==> src/rtl/lsu_pkg.sv <==
// Shared definitions for the load/store unit: funct3 codes, FSM states, error codes.
package lsu_pkg;

   localparam logic [2:0] F3_B  = 3'b000;
   localparam logic [2:0] F3_H  = 3'b001;
   localparam logic [2:0] F3_W  = 3'b010;
   localparam logic [2:0] F3_BU = 3'b100;
   localparam logic [2:0] F3_HU = 3'b101;

   typedef enum logic [1:0] {
      IDLE,
      ACCESS,
      RESP
   } lsu_state_e;

   typedef enum logic [1:0] {
      ERR_NONE     = 2'b00,
      ERR_MISALIGN = 2'b01,
      ERR_FAULT    = 2'b10,
      ERR_ILLEGAL  = 2'b11
   } lsu_err_e;

   // Access size in bytes from funct3[1:0].
   function automatic logic [2:0] size_bytes(logic [1:0] sz);
      case (sz)
         2'b00:   return 3'd1;
         2'b01:   return 3'd2;
         default: return 3'd4;
      endcase
   endfunction

endpackage

==> src/rtl/lsu_load_extend.sv <==
// Sign/zero extension of right-aligned load data according to funct3.
module lsu_load_extend
   import lsu_pkg::*;
(
   input  logic [2:0]  funct3,
   input  logic [31:0] raw,
   output logic [31:0] ext
);

   always_comb begin
      ext = 32'b0;
      case (funct3)
         F3_B:    ext = {{24{raw[7]}}, raw[7:0]};
         F3_H:    ext = {{16{raw[15]}}, raw[15:0]};
         F3_W:    ext = raw;
         F3_BU:   ext = {24'b0, raw[7:0]};
         F3_HU:   ext = {16'b0, raw[15:0]};
         default: ext = 32'b0;
      endcase
   end

endmodule

==> src/rtl/lsu_mem_port.sv <==
// Load/store unit driving a byte-enabled data-memory port; one operation in flight,
// validated on acceptance and answered with a single registered response.
module lsu_mem_port
   import lsu_pkg::*;
#(
   parameter int unsigned ADDRESS_WIDTH = 8
) (
   input  logic                     clk,
   input  logic                     rst_n,
   input  logic                     req_valid,
   output logic                     req_ready,
   input  logic                     req_write,
   input  logic [2:0]               req_funct3,
   input  logic [31:0]              req_addr,
   input  logic [31:0]              req_wdata,
   output logic                     resp_valid,
   input  logic                     resp_ready,
   output logic [31:0]              resp_rdata,
   output logic [1:0]               resp_err,
   output logic [ADDRESS_WIDTH-1:0] mem_addr,
   output logic [3:0]               mem_byte_write_enable,
   output logic [31:0]              mem_write_data,
   input  logic [31:0]              mem_read_data
);

   localparam logic [32:0] ADDR_LIMIT = (33'd1 << ADDRESS_WIDTH) - 33'd1;

   lsu_state_e               state_q;
   logic [ADDRESS_WIDTH-1:0] addr_q;
   logic [2:0]               funct3_q;
   logic                     write_q;
   lsu_err_e                 err_q;
   logic [3:0]               be_q;
   logic [31:0]              wdata_q;
   logic [31:0]              rdata_q;
   lsu_err_e                 resp_err_q;
   logic                     req_ready_q;
   logic                     resp_valid_q;

   logic        legal;
   logic        misalign;
   logic        fault;
   logic [32:0] last_byte;
   lsu_err_e    req_err;
   logic [3:0]  req_be;
   logic [31:0] req_lanes;
   logic [31:0] load_ext;

   always_comb begin
      legal = 1'b0;
      case (req_funct3)
         F3_B, F3_H, F3_W: legal = 1'b1;
         F3_BU, F3_HU:     legal = !req_write;
         default:          legal = 1'b0;
      endcase
   end

   assign misalign = ((req_funct3[1:0] == 2'b01) && req_addr[0]) ||
                     ((req_funct3[1:0] == 2'b10) && (req_addr[1:0] != 2'b00));

   // 33-bit sum so an access wrapping past 2**32 still counts as out of range.
   assign last_byte = {1'b0, req_addr} + {30'b0, size_bytes(req_funct3[1:0])} - 33'd1;
   assign fault     = last_byte > ADDR_LIMIT;

   always_comb begin
      if (!legal)        req_err = ERR_ILLEGAL;
      else if (misalign) req_err = ERR_MISALIGN;
      else if (fault)    req_err = ERR_FAULT;
      else               req_err = ERR_NONE;
   end

   always_comb begin
      req_be    = 4'b0000;
      req_lanes = 32'b0;
      case (req_funct3[1:0])
         2'b00: begin
            req_be    = 4'b0001;
            req_lanes = {24'b0, req_wdata[7:0]};
         end
         2'b01: begin
            req_be    = 4'b0011;
            req_lanes = {16'b0, req_wdata[15:0]};
         end
         default: begin
            req_be    = 4'b1111;
            req_lanes = req_wdata;
         end
      endcase
   end

   lsu_load_extend u_load_extend (
      .funct3 (funct3_q),
      .raw    (mem_read_data),
      .ext    (load_ext)
   );

   always_ff @(posedge clk) begin
      if (!rst_n) begin
         state_q      <= IDLE;
         addr_q       <= '0;
         funct3_q     <= 3'b0;
         write_q      <= 1'b0;
         err_q        <= ERR_NONE;
         be_q         <= 4'b0;
         wdata_q      <= 32'b0;
         rdata_q      <= 32'b0;
         resp_err_q   <= ERR_NONE;
         req_ready_q  <= 1'b1;
         resp_valid_q <= 1'b0;
      end else begin
         unique case (state_q)
            IDLE: begin
               if (req_valid) begin
                  addr_q      <= req_addr[ADDRESS_WIDTH-1:0];
                  funct3_q    <= req_funct3;
                  write_q     <= req_write;
                  err_q       <= req_err;
                  // Lanes are prepared now so the write is presented for the whole ACCESS cycle.
                  if (req_write && (req_err == ERR_NONE)) begin
                     be_q    <= req_be;
                     wdata_q <= req_lanes;
                  end
                  req_ready_q <= 1'b0;
                  state_q     <= ACCESS;
               end
            end
            ACCESS: begin
               be_q         <= 4'b0;
               wdata_q      <= 32'b0;
               rdata_q      <= (!write_q && (err_q == ERR_NONE)) ? load_ext : 32'b0;
               resp_err_q   <= err_q;
               resp_valid_q <= 1'b1;
               state_q      <= RESP;
            end
            RESP: begin
               if (resp_ready) begin
                  resp_valid_q <= 1'b0;
                  req_ready_q  <= 1'b1;
                  state_q      <= IDLE;
               end
            end
            default: state_q <= IDLE;
         endcase
      end
   end

   assign req_ready             = req_ready_q;
   assign resp_valid            = resp_valid_q;
   assign resp_rdata            = rdata_q;
   assign resp_err              = resp_err_q;
   assign mem_addr              = addr_q;
   assign mem_write_data        = wdata_q;
   // A cycle with reset asserted must never commit a write.
   assign mem_byte_write_enable = be_q & {4{rst_n}};

endmodule

==> config.mk <==
export PLATFORM = sky130hd
export DESIGN_NAME = lsu_mem_port
export DESIGN_NICKNAME = d
export VERILOG_FILES = /design/src/rtl/lsu_pkg.sv /design/src/rtl/lsu_load_extend.sv /design/src/rtl/lsu_mem_port.sv
export SDC_FILE = /design/constraint.sdc
export NUM_CORES = 1
export LEC_CHECK = 0
export BUFFER_PORTS_ARGS = -buffer_cell sky130_fd_sc_hd__buf_2
export CORE_ASPECT_RATIO = 1.2
export CORE_MARGIN = 10
export CORE_UTILIZATION = 52
export DETAILED_ROUTE_END_ITERATION = 16
export PLACE_DENSITY_LB_ADDON = 0.1
export SKIP_CTS_REPAIR_TIMING = 1
export SLEW_MARGIN = 25
export SYNTH_ARGS = -nofsm -noshare
export SYNTH_HDL_FRONTEND = slang
export SYNTH_SLANG_ARGS = --single-unit
==> constraint.sdc <==
create_clock -name clk -period 5.5 [get_ports clk]
set_input_delay 0.825 -clock clk [delete_from_list [all_inputs] [get_ports clk]]
set_output_delay 0.825 -clock clk [all_outputs]
set_load 0.03 [all_outputs]
[Word level (Yosys, flattened, before mapping)]
Cells that the tools add are included.
Storage, ports and cells
  memory bits (read-only): 0
  memories: 0
  bits in writable memories: 0
  word-level logic and storage cells: 77
  input bits: 104
  bits in registers: 88
  latch bits: 0
Cells by class
  $mul: 0
  reductions and logical operators: 24
  div/mod/pow operators: 0
  add/sub/neg operators: 2
  $lt $le $gt $ge: 1
  muxes and demuxes: 23
  bitwise gates (word level): 1
  equality and inequality tests: 15
  shift operators: 0
Operators by type and width (count)
  $pmux W32 S5: 1
  $pmux W32 S2: 2
  $mux W32: 3
  $add A32 B3 Y33: 1
  $gt A33 B8 Y1 const B: 1
  $sub A33 B1 Y33 const B: 1
  $pmux W4 S2: 2
  $eq A3 B3 Y1 const B: 4
  $mux W2: 5
  $logic_not A2 Y1: 4
  $mux W4: 2
  $reduce_bool A2 Y1: 4
  $eq A3 B1 Y1 const B: 2
  $eq A3 B2 Y1 const B: 2
  $logic_not A3 Y1: 2
  $ne A2 B2 Y1 const B: 3
  $pmux W1 S2: 3
  $pmux W2 S3: 1
  $pmux W3 S2: 1
  $reduce_and A2 Y1: 3
  $reduce_and A3 Y1: 2
  $and A4 B4 Y4: 1
  $eq A2 B1 Y1 const B: 2
  $eq A2 B2 Y1 const B: 2
  other kinds (6): 12

[Logic depth before layout (Yosys ltp)]
  word-level depth: 13
  gate-level depth with buffers: 17

[By module]
From an unflattened synthesis, not the netlist that was laid out.
Second synthesis, totals
  cells, all modules: 723
  area total of the unflattened synthesis: 5803.1 sq um
Modules (own cells, without submodules)
  lsu_mem_port: cells an instance 652, area each 5210.0 sq um, times used 1, seq. area each 1741.7 sq um
  lsu_load_extend: cells an instance 71, area each 593.1 sq um, times used 1, seq. area each 0.0 sq um

[Least setup slack after synthesis]
OpenSTA, ideal clock, no wires.
  path kind: input to register
  from: input req_funct3[0]
  to: register wdata_q[0], in the netlist mem_write_data[0]
  required time: 5.426 ns
  slack: 1.143 ns
  path buffers: 2
  setup time: 0.074 ns
  arrival time: 4.283 ns
  cell stages on the path: 16
  cells stage by stage: or2_2 clkbuf_1 ha_1 inv_1 ha_1 fa_1 nand3_1 a21oi_1 o31a_1 or3_1 a221o_1 a2111oi_2 nand4_1 or4_1 buf_6 o22ai_2
On the way
  word-level cells in the longest chain between the ends: 12
RTL lines
  start: declaration: line lsu_mem_port.sv:13  | input logic [2:0] req_funct3,
  $eq A2 B1 Y1 or $logic_not A2 Y1 (tied branches): line lsu_pkg.sv:25, lsu_mem_port.sv:58
  $pmux W3 S2: line lsu_pkg.sv:25  | case (sz)
  $add A32 B3 Y33: line lsu_mem_port.sv:62  | assign last_byte = {1'b0, req_addr} + {30'b0, size_bytes(req_funct3[1:0])} - 33'd1;
  $sub A33 B1 Y33: line lsu_mem_port.sv:62
  $gt A33 B8 Y1: line lsu_mem_port.sv:63  | assign fault = last_byte > ADDR_LIMIT;
  $mux W2: line lsu_mem_port.sv:68  | else if (fault) req_err = ERR_FAULT;
  $mux W2: line lsu_mem_port.sv:67  | else if (misalign) req_err = ERR_MISALIGN;
  $mux W2 *: line lsu_mem_port.sv:66  | if (!legal) req_err = ERR_ILLEGAL;
  $logic_not A2 Y1 *: line lsu_mem_port.sv:119  | if (req_write && (req_err == ERR_NONE)) begin
  $logic_and A1 B1 Y1 *: line lsu_mem_port.sv:119
  $ne A2 B2 Y1 (no line) *
  $reduce_and A3 Y1 (no line) *
  end signal: assignment: line lsu_mem_port.sv:121  | wdata_q <= req_lanes;
  end: declaration: line lsu_mem_port.sv:34  | logic [31:0] wdata_q;
Mark *: on every way between the ends. The rest lies on a longest branch, timed or not.
A chain may end at the register's enable or synchronous reset.

[Final worst setup path]
  from: input req_funct3[0]
  to: register wdata_q[3], in the netlist mem_write_data[3]
The elaborated chain is that of the path after synthesis.

==> impl_metrics.py <==
metrics = {
    "status": {
        "outcome": "finished clean",
    },
    "finish": {
        "finalNonFillerCells": 1081,
        "antenna_cells": 0,
        "drive_above_1_share": 0.2621,
        "syn_to_final_growth_pct": 20.79,
        "nFillCells": 993,
        "nNetsFinal": 1061,
    },
    "synthesis": {
        "ys.flop_type": "dfxtp_1",
        "async_flop_share": 0,
        "synth_area_leaders": "dfxtp_1 (30%), ha_1 (7.2%), a21oi_1 (7.0%)",
        "synth_top_area_frac": 0.2950,
        "seq_area_frac_synth": 0.2950,
        "syn_nets": 910,
        "yosysUniqueCellTypes": 76,
        "syn_inst": 771,
        "ys_warn_count": 0,
        "yosysTopAreaCell": "dfxtp_1",
        "syn_area_per_cell_um2": 7.657,
        "synth_edf_count": 0,
        "synth_area_mm2": 0.005903,
        "ys_ff_latch": 87,
    },
    "setup_path": {
        "rrSetupSlack_ns": 3.21,
        "ff2ff_path_depth": 6,
        "worst_ep_arrival_time_ns": 4.92,
        "required_ns": 5.76,
        "r2r_end": "mem_write_data[3]",
        "crit_fanout": 10,
        "reg2reg_from": "state_q[1]",
        "crit_path_end": "mem_write_data[3]",
        "endpoint_kind": "flop",
        "startpoint_type": "input pin",
        "crit_type": "in -> reg",
        "critPathLaunch": "req_funct3[0]",
    },
    "routing": {
        "drt_wl_total_mm": 18.86,
        "drt-pass1-iter-count": 5,
        "dr_total_vias": 6292,
        "drtIter0Drc": 365,
        "routedWlPerCell_um": 17.44,
        "drc": 0,
        "drt.antenna.violating_nets": 0,
        "via_per_inst": 5.821,
    },
    "cts": {
        "clk_latency_ns": 0.34,
        "clk_path_buf_depth": 2,
        "clkSinkCount": 87,
        "clk_pin_slew_ns": 0.06,
        "numCtsBuffers": 9,
        "htree_levels": 3,
        "cts_root_buf": "clkbuf_16",
        "cts_tree": "yes",
    },
    "grt": {
        "antenna_found_initial": 0,
        "grt_max_degree": 35,
        "track_usage": 0.2264,
        "grt_pass1_wl_mm": 29.44,
        "grt_pass1_vias": 6068,
        "grt_overflow": 0,
    },
    "power_and_ir_drop": {
        "p_leak_nw": 3.205,
        "max-vdd-ir-drop_mv": 0.2009,
        "fin_total_pwr_mw": 1.704,
        "pwr_density_cell_mw_per_mm2": 239.0,
    },
    "floorplan": {
        "io_pins": 184,
        "die_x_um": 117.3,
        "core_area_mm2": 0.01109,
        "initial_core_util": 0.5324,
        "rows": 42,
        "dieArea_mm2": 0.01603,
        "die_y_um": 136.7,
    },
    "placed_design": {
        "placed_cells": 1065,
        "place_congestion": 0.9351,
        "hpwlAfterDp_mm": 15.18,
        "io_buffers": 183,
    },
    "timing": {
        "hold_viol_final": 0,
        "rsz0062_at_grt": "false",
        "max-slew-margin-rel": 0.4178,
        "setup_viol": 0,
        "worst_pin_slew_ns": 0.8701,
        "min_period_over_period": 0.8476,
        "max_freq_ghz": 0.2145,
        "setup_tns_ns": 0,
        "fin_crit_ns": 4.662,
        "clock_skew_ns": 0.004242,
        "slew_viol_final": 0,
    },
    "job": {
        "cap_violations": 0,
    },
    "worst_hold_path": {
        "hold_path_class": "reg -> reg",
    },
}
through the flow:
step / worst slack (ns) / hold WS [ns] / instance area, um2 / util
after detailed placement: 0.5639 / 0.4384 / 6853 / 0.6180
final: 0.8382 / 0.4466 / 7131 / 0.6431
after global placement: 0.7178 / 0.4303 / 6845 / 0.6174
after CTS: 0.8657 / 0.4518 / 7131 / 0.6431
after floorplan: 1.143 / 0.4322 / 5903 / -
after global routing: 0.5178 / 0.4658 / 7131 / 0.6431
area by class of cell:
cell class | instances | area, um2 | area share
Clock buffer | 13 | 260.3 | 0.03650
Clock inverter | 3 | 17.52 | 0.002457
Inverter | 66 | 247.7 | 0.03474
Multi-Input combinational cell | 568 | 3702 | 0.5192
Sequential cell | 87 | 1742 | 0.2443
Tap cell | 154 | 192.7 | 0.02702
Timing Repair Buffer | 190 | 968.4 | 0.1358
state kept, by name, indices dropped and copies added, names as in the netlist:
name	flops
mem_addr	8
resp_rdata	32
err_q	2
funct3_q	3
resp_err	2
mem_write_data	32
be_q	3
state_q	2
resp_valid	1
write_q	1
req_ready	1
cell usage after synthesis (5+ instances only):
library cell,number
a21oi_2,5
nand3_1,12
o22ai_2,8
nand4_1,36
inv_1,66
and3_1,8
o21a_1,11
nor2_1,28
buf_2,10
and2_1,10
a22o_1,8
nor3_1,9
a211oi_1,7
a21oi_1,82
o21ai_1,8
a21o_1,7
a21boi_0,17
clkbuf_1,34
o21ai_0,73
ha_1,34
o211ai_1,9
nand2_1,97
mux2i_1,5
dfxtp_1,87
power breakdown:
| group | switching (mW) | internal (mW) |
|---|---|---|
| combinational | 0.305 | 0.174 |
| clock | 0.234 | 0.329 |
| sequential | 0.0126 | 0.649 |
cell usage in the layout (no fill, tap or decap), types with 4 or more instances in the layout:
cell type / count
a21oi_2: 5
o22ai_2: 8
dfxtp_1: 87
o21bai_1: 4
o21ai_1: 8
buf_4: 7
nor4_1: 4
a22o_1: 8
or3_1: 4
and3_1: 8
a211oi_1: 7
nor2_1: 28
buf_2: 183
o21a_1: 11
a311oi_1: 4
nand4_1: 36
and2_1: 9
ha_1: 34
a21o_1: 7
mux2i_1: 5
o21ai_0: 73
clkbuf_16: 9
o211ai_1: 9
nand2_1: 97
a21oi_1: 82
inv_1: 66
nand3_1: 12
a21boi_0: 17
nor3_1: 9
or4_1: 4
o21ai_2: 4
logic make-up (layout without fill, tap and decap cells):
logic type      Yosys count  in the layout  synth area share
mux                       7              7           0.01229
flops                    87             87            0.2950
fa+ha+maj                35             35           0.07546
compound gates          294            294            0.3406
xor+xnor                  4              4          0.005936
buf+inv                 116            272           0.07906
simple gates            228            228            0.1916
worst min path at each step:
| stage | from | end | slack, ns | cells after the start |
|---|---|---|---|---|
| floorplan | be_q[0] | be_q[0] | 0.43 | 1 |
| global placement | resp_rdata[14] | resp_rdata[14] | 0.43 | 2 |
| detailed placement | resp_rdata[12] | resp_rdata[12] | 0.44 | 2 |
| CTS | resp_rdata[24] | resp_rdata[24] | 0.45 | 2 |
| global route | resp_rdata[10] | resp_rdata[10] | 0.47 | 2 |
| finish | resp_rdata[21] | resp_rdata[21] | 0.45 | 2 |
metal layers:
layer	track usage	part of all wire	vias up
met2	0.4143	0.51	210
met5	0	0	-
li1	-	-	3109
met3	0.04731	0.072	38
met1	0.2448	0.39	2935
met4	0.09285	0.029	0
critical path, cell delays in order:
cell	delay (ns)
buf_2	0.14
or2_2	0.41
ha_1	0.22
inv_1	0.06
ha_1	0.22
fa_1	0.19
nand3_1	0.13
a211oi_2	0.32
o21ai_1	0.16
a2111oi_0	0.60
o31ai_1	0.12
a221oi_1	0.33
nand4_1	0.18
or4_1	0.79
o22ai_2	0.22
(Power assumes the default switching activity.)
